$ cat src/rtl/writeback_arbiter_if.sv
// Writeback bus bundle: ALU result, load handshake, register-file write port and hazard lookup.
// The slave modport is the arbiter's view; master is the surrounding pipeline's view.
interface writeback_arbiter_if #(
  parameter int unsigned DATA_WIDTH = 32,
  parameter int unsigned REG_COUNT  = 32,
  parameter int unsigned LQ_DEPTH   = 4
);
  localparam int unsigned AW = $clog2(REG_COUNT);
  localparam int unsigned CW = $clog2(LQ_DEPTH) + 1;

  logic                  alu_valid;
  logic [AW-1:0]         alu_rd;
  logic [DATA_WIDTH-1:0] alu_data;

  logic                  ld_valid;
  logic                  ld_ready;
  logic [AW-1:0]         ld_rd;
  logic [DATA_WIDTH-1:0] ld_data;

  logic [AW-1:0]         rd_addr;
  logic [DATA_WIDTH-1:0] rd_data;
  logic                  reg_write_en;

  logic [AW-1:0]         chk_addr;
  logic                  chk_pending;
  logic [CW-1:0]         lq_count;

  modport master (
    output alu_valid, alu_rd, alu_data,
    output ld_valid, ld_rd, ld_data,
    output chk_addr,
    input  ld_ready, rd_addr, rd_data, reg_write_en, chk_pending, lq_count
  );

  modport slave (
    input  alu_valid, alu_rd, alu_data,
    input  ld_valid, ld_rd, ld_data,
    input  chk_addr,
    output ld_ready, rd_addr, rd_data, reg_write_en, chk_pending, lq_count
  );
endinterface

$ cat src/rtl/writeback_arbiter.sv
// Writeback arbiter: ALU results win the register-file port; load results wait in an in-order
// queue, drained when the ALU is idle. Younger ALU writes squash queued loads to the same rd.
module writeback_arbiter #(
  parameter int unsigned DATA_WIDTH = 32,
  parameter int unsigned REG_COUNT  = 32,
  parameter int unsigned LQ_DEPTH   = 4
) (
  input logic                clk,
  input logic                rst_n,
  writeback_arbiter_if.slave bus
);
  localparam int unsigned AW = $clog2(REG_COUNT);
  localparam int unsigned PW = $clog2(LQ_DEPTH);
  localparam int unsigned CW = PW + 1;

  // Queue storage; live bit is cleared on pop, so it also marks occupancy.
  logic [AW-1:0]         r_q_rd   [LQ_DEPTH];
  logic [DATA_WIDTH-1:0] r_q_data [LQ_DEPTH];
  logic [LQ_DEPTH-1:0]   r_q_live;
  logic [LQ_DEPTH-1:0]   w_q_live_d;
  logic [PW-1:0]         r_wptr;
  logic [PW-1:0]         r_rptr;
  logic [CW-1:0]         r_count;
  logic [CW-1:0]         w_count_d;
  logic                  r_ready_en;

  logic                  r_we;
  logic [AW-1:0]         r_addr;
  logic [DATA_WIDTH-1:0] r_data;
  logic                  w_we_d;
  logic [AW-1:0]         w_addr_d;
  logic [DATA_WIDTH-1:0] w_data_d;

  logic w_ld_ready;
  logic w_push;
  logic w_enq;
  logic w_alu_wr;
  logic w_pop;
  logic w_head_live;
  logic w_hit;

  // ld_ready depends only on registered state, never on this cycle's pop.
  assign w_ld_ready  = r_ready_en && (r_count < CW'(LQ_DEPTH));
  assign w_push      = bus.ld_valid && w_ld_ready;
  assign w_enq       = w_push && (bus.ld_rd != '0);
  assign w_alu_wr    = bus.alu_valid && (bus.alu_rd != '0);
  assign w_pop       = !w_alu_wr && (r_count != '0);
  assign w_head_live = r_q_live[r_rptr];
  assign w_count_d   = r_count + CW'(w_enq) - CW'(w_pop);

  always_comb begin
    w_q_live_d = r_q_live;
    if (w_alu_wr) begin
      for (int i = 0; i < int'(LQ_DEPTH); i++) begin
        if (r_q_rd[i] == bus.alu_rd) begin
          w_q_live_d[i] = 1'b0;
        end
      end
    end
    if (w_pop) begin
      w_q_live_d[r_rptr] = 1'b0;
    end
    // Applied last: a same-cycle push to the ALU's rd is younger and must stay live.
    if (w_enq) begin
      w_q_live_d[r_wptr] = 1'b1;
    end
  end

  always_comb begin
    w_we_d   = 1'b0;
    w_addr_d = r_addr;
    w_data_d = r_data;
    if (w_alu_wr) begin
      w_we_d   = 1'b1;
      w_addr_d = bus.alu_rd;
      w_data_d = bus.alu_data;
    end else if (w_pop && w_head_live) begin
      w_we_d   = 1'b1;
      w_addr_d = r_q_rd[r_rptr];
      w_data_d = r_q_data[r_rptr];
    end
  end

  always_ff @(posedge clk or negedge rst_n) begin
    if (!rst_n) begin
      r_q_live   <= '0;
      r_wptr     <= '0;
      r_rptr     <= '0;
      r_count    <= '0;
      r_ready_en <= 1'b0;
      r_we       <= 1'b0;
      r_addr     <= '0;
      r_data     <= '0;
    end else begin
      r_q_live   <= w_q_live_d;
      r_count    <= w_count_d;
      r_ready_en <= 1'b1;
      r_we       <= w_we_d;
      r_addr     <= w_addr_d;
      r_data     <= w_data_d;
      if (w_enq) begin
        r_wptr <= r_wptr + PW'(1);
      end
      if (w_pop) begin
        r_rptr <= r_rptr + PW'(1);
      end
    end
  end

  // Payload needs no reset: only slots with the live bit set are ever read out.
  always_ff @(posedge clk) begin
    if (w_enq) begin
      r_q_rd[r_wptr]   <= bus.ld_rd;
      r_q_data[r_wptr] <= bus.ld_data;
    end
  end

  always_comb begin
    w_hit = 1'b0;
    for (int i = 0; i < int'(LQ_DEPTH); i++) begin
      if (r_q_live[i] && (r_q_rd[i] == bus.chk_addr)) begin
        w_hit = 1'b1;
      end
    end
  end

  assign bus.chk_pending  = (bus.chk_addr != '0) &&
                            (w_hit || (r_we && (r_addr == bus.chk_addr)));
  assign bus.ld_ready     = w_ld_ready;
  assign bus.lq_count     = r_count;
  assign bus.reg_write_en = r_we;
  assign bus.rd_addr      = r_addr;
  assign bus.rd_data      = r_data;

endmodule

$ cat src/flat_wrapper.sv
// flat-port wrapper written by rule: the top's interface ports become plain ports
module writeback_arbiter_flat 
#(
  parameter int unsigned DATA_WIDTH = 32,
  parameter int unsigned REG_COUNT  = 32,
  parameter int unsigned LQ_DEPTH   = 4
)
  (clk, rst_n, bus_alu_valid, bus_alu_rd, bus_alu_data, bus_ld_valid, bus_ld_rd, bus_ld_data, bus_chk_addr, bus_ld_ready, bus_rd_addr, bus_rd_data, bus_reg_write_en, bus_chk_pending, bus_lq_count);
  writeback_arbiter_if #(.DATA_WIDTH(DATA_WIDTH), .REG_COUNT(REG_COUNT), .LQ_DEPTH(LQ_DEPTH)) bus_i ();
  input logic clk;
  input logic rst_n;
  input wire logic [$bits(bus_i.alu_valid)-1:0] bus_alu_valid;
  input wire logic [$bits(bus_i.alu_rd)-1:0] bus_alu_rd;
  input wire logic [$bits(bus_i.alu_data)-1:0] bus_alu_data;
  input wire logic [$bits(bus_i.ld_valid)-1:0] bus_ld_valid;
  input wire logic [$bits(bus_i.ld_rd)-1:0] bus_ld_rd;
  input wire logic [$bits(bus_i.ld_data)-1:0] bus_ld_data;
  input wire logic [$bits(bus_i.chk_addr)-1:0] bus_chk_addr;
  output wire logic [$bits(bus_i.ld_ready)-1:0] bus_ld_ready;
  output wire logic [$bits(bus_i.rd_addr)-1:0] bus_rd_addr;
  output wire logic [$bits(bus_i.rd_data)-1:0] bus_rd_data;
  output wire logic [$bits(bus_i.reg_write_en)-1:0] bus_reg_write_en;
  output wire logic [$bits(bus_i.chk_pending)-1:0] bus_chk_pending;
  output wire logic [$bits(bus_i.lq_count)-1:0] bus_lq_count;
  assign bus_i.alu_valid = bus_alu_valid;
  assign bus_i.alu_rd = bus_alu_rd;
  assign bus_i.alu_data = bus_alu_data;
  assign bus_i.ld_valid = bus_ld_valid;
  assign bus_i.ld_rd = bus_ld_rd;
  assign bus_i.ld_data = bus_ld_data;
  assign bus_i.chk_addr = bus_chk_addr;
  assign bus_ld_ready = bus_i.ld_ready;
  assign bus_rd_addr = bus_i.rd_addr;
  assign bus_rd_data = bus_i.rd_data;
  assign bus_reg_write_en = bus_i.reg_write_en;
  assign bus_chk_pending = bus_i.chk_pending;
  assign bus_lq_count = bus_i.lq_count;
  writeback_arbiter #(.DATA_WIDTH(DATA_WIDTH), .REG_COUNT(REG_COUNT), .LQ_DEPTH(LQ_DEPTH)) u_core (.clk(clk), .rst_n(rst_n), .bus(bus_i));
endmodule
$ cat config.mk
export PLATFORM = sky130hd
export DESIGN_NAME = writeback_arbiter_flat
export DESIGN_NICKNAME = d
export VERILOG_FILES = /design/src/rtl/writeback_arbiter_if.sv /design/src/rtl/writeback_arbiter.sv /design/src/flat_wrapper.sv
export SDC_FILE = /design/constraint.sdc
export NUM_CORES = 1
export LEC_CHECK = 0
export CORE_UTILIZATION = 60
export CTS_BUF_LIST = sky130_fd_sc_hd__clkbuf_4
export DETAILED_ROUTE_END_ITERATION = 16
export PLACE_DENSITY = 0.85
export SLEW_MARGIN = 10
export SYNTH_ARGS = -nofsm -noshare
export SYNTH_HDL_FRONTEND = slang
export SYNTH_SLANG_ARGS = --single-unit
$ cat constraint.sdc
create_clock -name clk -period 4.2 [get_ports clk]
set_input_delay 0.42 -clock clk [delete_from_list [all_inputs] [get_ports clk]]
set_output_delay 0.42 -clock clk [all_outputs]
set_load 0.01 [all_outputs]
# Word level (Yosys, flattened, before mapping)
# Memory sizes are Yosys's and may differ from the RTL's.
# Index checks and enable logic that the tools add are counted.
dict set report totals {
  regBits 50
  mem_bits_rw 148
  out_inout_bits 43
  memories 2
}
dict set report classes {
  n_addsub 4
  magnitude_cmp 5
  eq_ne 9
  muxes 25
  bitwise 3
  n_reduce_logical 21
}
# name depth width rd rd_ports_with_merged_regs wr line_no
set memory_table {}
lappend memory_table {u_core.r_q_data 4 32 1 0 1 writeback_arbiter.sv:18} ;# logic [DATA_WIDTH-1:0] r_q_data [LQ_DEPTH];
lappend memory_table {u_core.r_q_rd 4 5 5 0 1 writeback_arbiter.sv:17} ;# logic [AW-1:0] r_q_rd [LQ_DEPTH];
# operator n
set ops {}
lappend ops {{$mux W32} 2}
lappend ops {{$eq A5 B5 Y1} 9}
lappend ops {{$mux W1} 15}
lappend ops {{$reduce_bool A5 Y1} 3}
lappend ops {{$logic_and A1 B1 Y1} 14}
lappend ops {{$mux W4} 3}
lappend ops {{$mux W5} 2}
lappend ops {{$lt A2 B3 Y1 const B} 2}
lappend ops {{$add A2 B1 Y2 const B} 2}
lappend ops {{$and A4 B4 Y4} 1}
lappend ops {{$demux W1 S2} 2}
lappend ops {{$ge A2 B1 Y1 const B} 2}
lappend ops {{$not A4 Y4} 1}
lappend ops {{$or A4 B4 Y4} 1}
lappend ops {{$add A3 B1 Y3} 1}
lappend ops {{$lt A3 B3 Y1 const B} 1}
lappend ops {{$reduce_bool A3 Y1} 1}
lappend ops {{$sub A3 B1 Y3} 1}
lappend ops {{$bmux W1 S2} 1}
lappend ops {{$reduce_bool A2 Y1} 1}
lappend ops {{$logic_not A1 Y1} 1}
lappend ops {{$logic_or A1 B1 Y1} 1}

# Logic depth before layout (Yosys ltp)
dict set report logic_depth {
  depth_word 9
  ltp_mapped 12
  mapped_depth_nobuf 9
}

# Worst setup path after synthesis
# Ideal clock, no wire load.
dict set report synth_path {
  path_kind {input -> register}
  startpoint {input port bus_alu_rd[2]}
  endpoint {register u_core.r_count[2] (netlist: u_core.bus.lq_count[2])}
  setup_time_ns 0.126
  t_arrival_ns 2.588
  t_required_ns 4.074
  path_slack_ns 1.486
  path_stages 12
  path_buffers 3
  cell_sequence {buf_2 or4_4 o21ai_4 buf_6 buf_4 nand2_1 mux2i_1 ha_1 inv_1 fa_1 xnor2_1 xnor2_1}
}
dict set report synth_between {
  elab_chain_cells 5
}
# element line_no
set synth_rtl {}
lappend synth_rtl {{from (decl)} flat_wrapper.sv:13} ;# input wire logic [$bits(bus_i.alu_rd)-1:0] bus_alu_rd;
lappend synth_rtl {{$reduce_bool A5 Y1} writeback_arbiter.sv:46} ;# assign w_alu_wr = bus.alu_valid && (bus.alu_rd != '0);
lappend synth_rtl {{$logic_and A1 B1 Y1} writeback_arbiter.sv:46}
lappend synth_rtl {{$logic_not A1 Y1} writeback_arbiter.sv:47} ;# assign w_pop = !w_alu_wr && (r_count != '0);
lappend synth_rtl {{$logic_and A1 B1 Y1} writeback_arbiter.sv:47}
lappend synth_rtl {{$sub A3 B1 Y3} writeback_arbiter.sv:49} ;# assign w_count_d = r_count + CW'(w_enq) - CW'(w_pop);
lappend synth_rtl {{net u_core.w_count_d[2]} writeback_arbiter.sv:24} ;# logic [CW-1:0] w_count_d;
lappend synth_rtl {{to (signal assigned)} writeback_arbiter.sv:96} ;# r_count <= w_count_d;
lappend synth_rtl {{to (decl)} writeback_arbiter.sv:23} ;# logic [CW-1:0] r_count;
# The timed path passes the listed nets, and every way through them passes these cells.
# A chain may end at the register's enable or synchronous reset.

==> flow_summary.toml <==
[logic_synthesis]
synth_flop_cell = "edfxtp_1"
synthArstFlopShare_pct = 25.3
ys_types = 35
yosysTopAreaCell = "edfxtp_1"
syn_area_um2 = 8320
synthTopCellsByArea = "edfxtp_1 (53%), dfrtp_1 (15%), mux4_2 (10%), mux2i_1 (4.5%), xor2_1 (3.4%)"
synth_edf_count = 148
syn_area_per_cell_um2 = 16.9
post-synth-top-count-cell = "edfxtp_1"
syn_nets = 586
syn_inst = 493
synth_top_cells_by_count = "edfxtp_1 (148), dfrtp_1 (50), nor2_1 (39)"
ys_ff_latch = 198
synth_top_area_share_pct = 53.4
ys_warn_count = 0
ys_seq_area_share_pct = 68.5

[detailed_routing]
avgViaCountPerCell = 5.75
wl_um = 17000
post-route-drc-count = 0
firstDrtPassIters = 5
antenna_left = 0
vias = 4650
wl_per_cell_um = 21.0
drtIter0Drc = 364

[critical_path]
cp.required_ps = 3780
timing.rr.end = "u_core.r_q_data[0][21]$_DFFE_PP_"
start_kind = "register"
r2r_start = "u_core.bus.lq_count[2]$_DFF_PN0_"
r2r.worst_path.cells = 5
r2r_setup_slack_ps = 1750
cp_max_fo = 3
cp-end-kind = "output port"
crit_type = "register to output port"
arrival_ps = 2480

[placed_design]
post-place-cells = 775
placed_cell_area_um2 = 9700
portBuffers = 125
dp_hpwl_um = 11200
pre_cts_slack_ps = 909
gp_congestion = 0.865

[power_and_ir_drop]
p_per_area_nw_per_um2 = 565
swShare_pct = 30.4
static-leakage-power_nw = 3.63
power_mw = 5.68
p_comb_share_pct = 33.7
p_clk_share_pct = 19.8
sequentialPowerShare_pct = 46.4
p_int_mw = 3.96
ir_worst_vdd_v = 0.000369
net-switching-power_mw = 1.72

[timing]
setup_ws_ps = 1300
rsz0062_at_grt = "no"
report.final.setup_viol = 0
worst_pin_slew_ps = 781
finalCritPeriodShare_pct = 69.0
setup_tns_ps = 0
skew_ps = 16.9
layout_min_cycle_time_ps = 2900
drv_slew = 0
hold_violations = 0
max_freq_mhz = 345
slew-limit-headroom_pct = 47.9

[finish]
multi_input_area_um2 = 2420
fin_nets = 712
fin_area_um2 = 10100
layout-drive-gt1-share_pct = 14.4
instances_no_fill = 809
fill_cells = 829
syn_to_final_growth_pct = 20.9
regArea_um2 = 5700

[clocking]
clock_latency_ps = 570
tritoncts = "built"
cts-resized-gates = 0
cts_sinks = 198
cts_buffer_depth = 2
clk_pin_slew_ps = 160
post_cts_buffers = 0
cts_root_buf = "clkbuf_4"
htreeDepth = 4
cts_buffers = 17

[floorplanning]
die_h_um = 120
dieArea_um2 = 14300
ios = 126
core.rowCount = 42
die_w_um = 120
initial_core_util_pct = 62.1
core_region_area_um2 = 13400

[global_routing]
grt_pass1_vias = 4928
grt_pass1_wl_um = 26400
overflow = 0
antenna_found_initial = 1
grt_max_degree = 51
grtUsageTotal_pct = 25.5

[hold_path]
holdPathEnd = "u_core.bus.rd_data[19]$_DFFE_PN0P_"
min_from = "bus_alu_data[19]"
hold_path_class = "primary input to register"
whs_path_depth = 3

[status]
outcome = "finished clean"

[job]
max-cap-violations = 0
==> power by group through the flow <==
stage	clock network, mW	registers [mW]	logic, mW
after floorplan	0	2.74	1.09
after global placement	0	2.66	1.89
after detailed placement	0	2.68	1.94
after CTS	1.15	2.64	1.95
after global routing	1.22	2.67	2.09
final	1.13	2.64	1.92
==> metal layers <==
metal	global-route usage [%]	up-vias	part of all wire (%)
met1	31.8	2367	39
met2	44.2	133	54
li1	-	2127	-
met4	9.69	0	1.8
met5	0	-	0
met3	5.18	23	5.2
==> worst max-delay path by stage <==
stage / from / endpoint / cells past startpoint
2_1_floorplan: bus_alu_rd[2] / u_core.bus.lq_count[2]$_DFF_PN0_ / 12
3_3_place_gp: bus_alu_rd[1] / u_core.bus.lq_count[2]$_DFF_PN0_ / 11
3_5_place_dp: bus_alu_rd[1] / u_core.bus.lq_count[2]$_DFF_PN0_ / 11
4_1_cts: u_core.r_q_rd[0][0]$_DFFE_PP_ / bus_chk_pending / 6
5_1_grt: u_core.r_q_rd[2][3]$_DFFE_PP_ / bus_chk_pending / 6
6_report: u_core.r_q_rd[0][0]$_DFFE_PP_ / bus_chk_pending / 6
==> final cells by class <==
cell class                 count  area share (%)
tap                          176            2.19
inverter                       6           0.224
sequential                   198            56.7
multi-input combinational    258            24.1
antenna                        1          0.0249
clock buffer                  19            1.42
clock inverter                13            1.94
timing repair buffer         138            13.4
==> placed cells by master, fill, tap and decap left out, types with 6 or more instances in the layout <==
master	synthesis	layout
buf_4	1	12
a21oi_1	37	37
dfrtp_1	50	48
edfxtp_1	148	148
mux4_2	38	38
inv_1	6	6
nor4_1	9	9
nor2_1	39	39
clkdlybuf4s50_1	0	124
clkbuf_4	0	19
mux2i_1	37	37
ha_1	9	9
nand2_1	8	8
xnor2_1	17	17
nand3_1	6	6
xor2_1	32	32
==> cell families after synthesis <==
logic type,share of synthesized area [%]
fa+ha+maj,1.59
simple gates,4.05
other cells,0.0451
flops,68.5
buf+inv,2.42
compound gates,3.51
xor+xnor,5.16
mux,14.7
==> sequential cells by signal (all words and copies together), names as in the netlist <==
register and count:
u_core.bus.reg_write_en 1, u_core.bus.rd_addr 5, u_core.r_q_data 128, u_core.r_wptr 2, u_core.bus.lq_count 3, u_core.bus.rd_data 32, u_core.r_q_live 4, u_core.r_rptr 2
u_core.r_q_rd 20, u_core.r_ready_en 1
==> metrics by stage <==
| step | hold WS (ps) | util [%] |
|---|---|---|
| after global routing | 432 | 75.0 |
| final | 453 | 75.0 |
| after CTS | 417 | 75.0 |
| after floorplan | 124 | - |
| after detailed placement | 513 | 72.4 |
| after global placement | 507 | 72.4 |
==> critical path, stage by stage (launching register included) <==
cell,delay [ps]
edfxtp_1,480
xor2_1,210
nor4_1,340
nand3_1,120
nand2_1,90
o22a_1,150
clkdlybuf4s50_1,530
==> what timing repair did <==
item                                    in CTS  in global routing
hold buffers                                 1                  0
hold endpoints to repair                    50                  0
endpoints found under the setup margin       0                  0
Power figures use the tool's default switching activity.
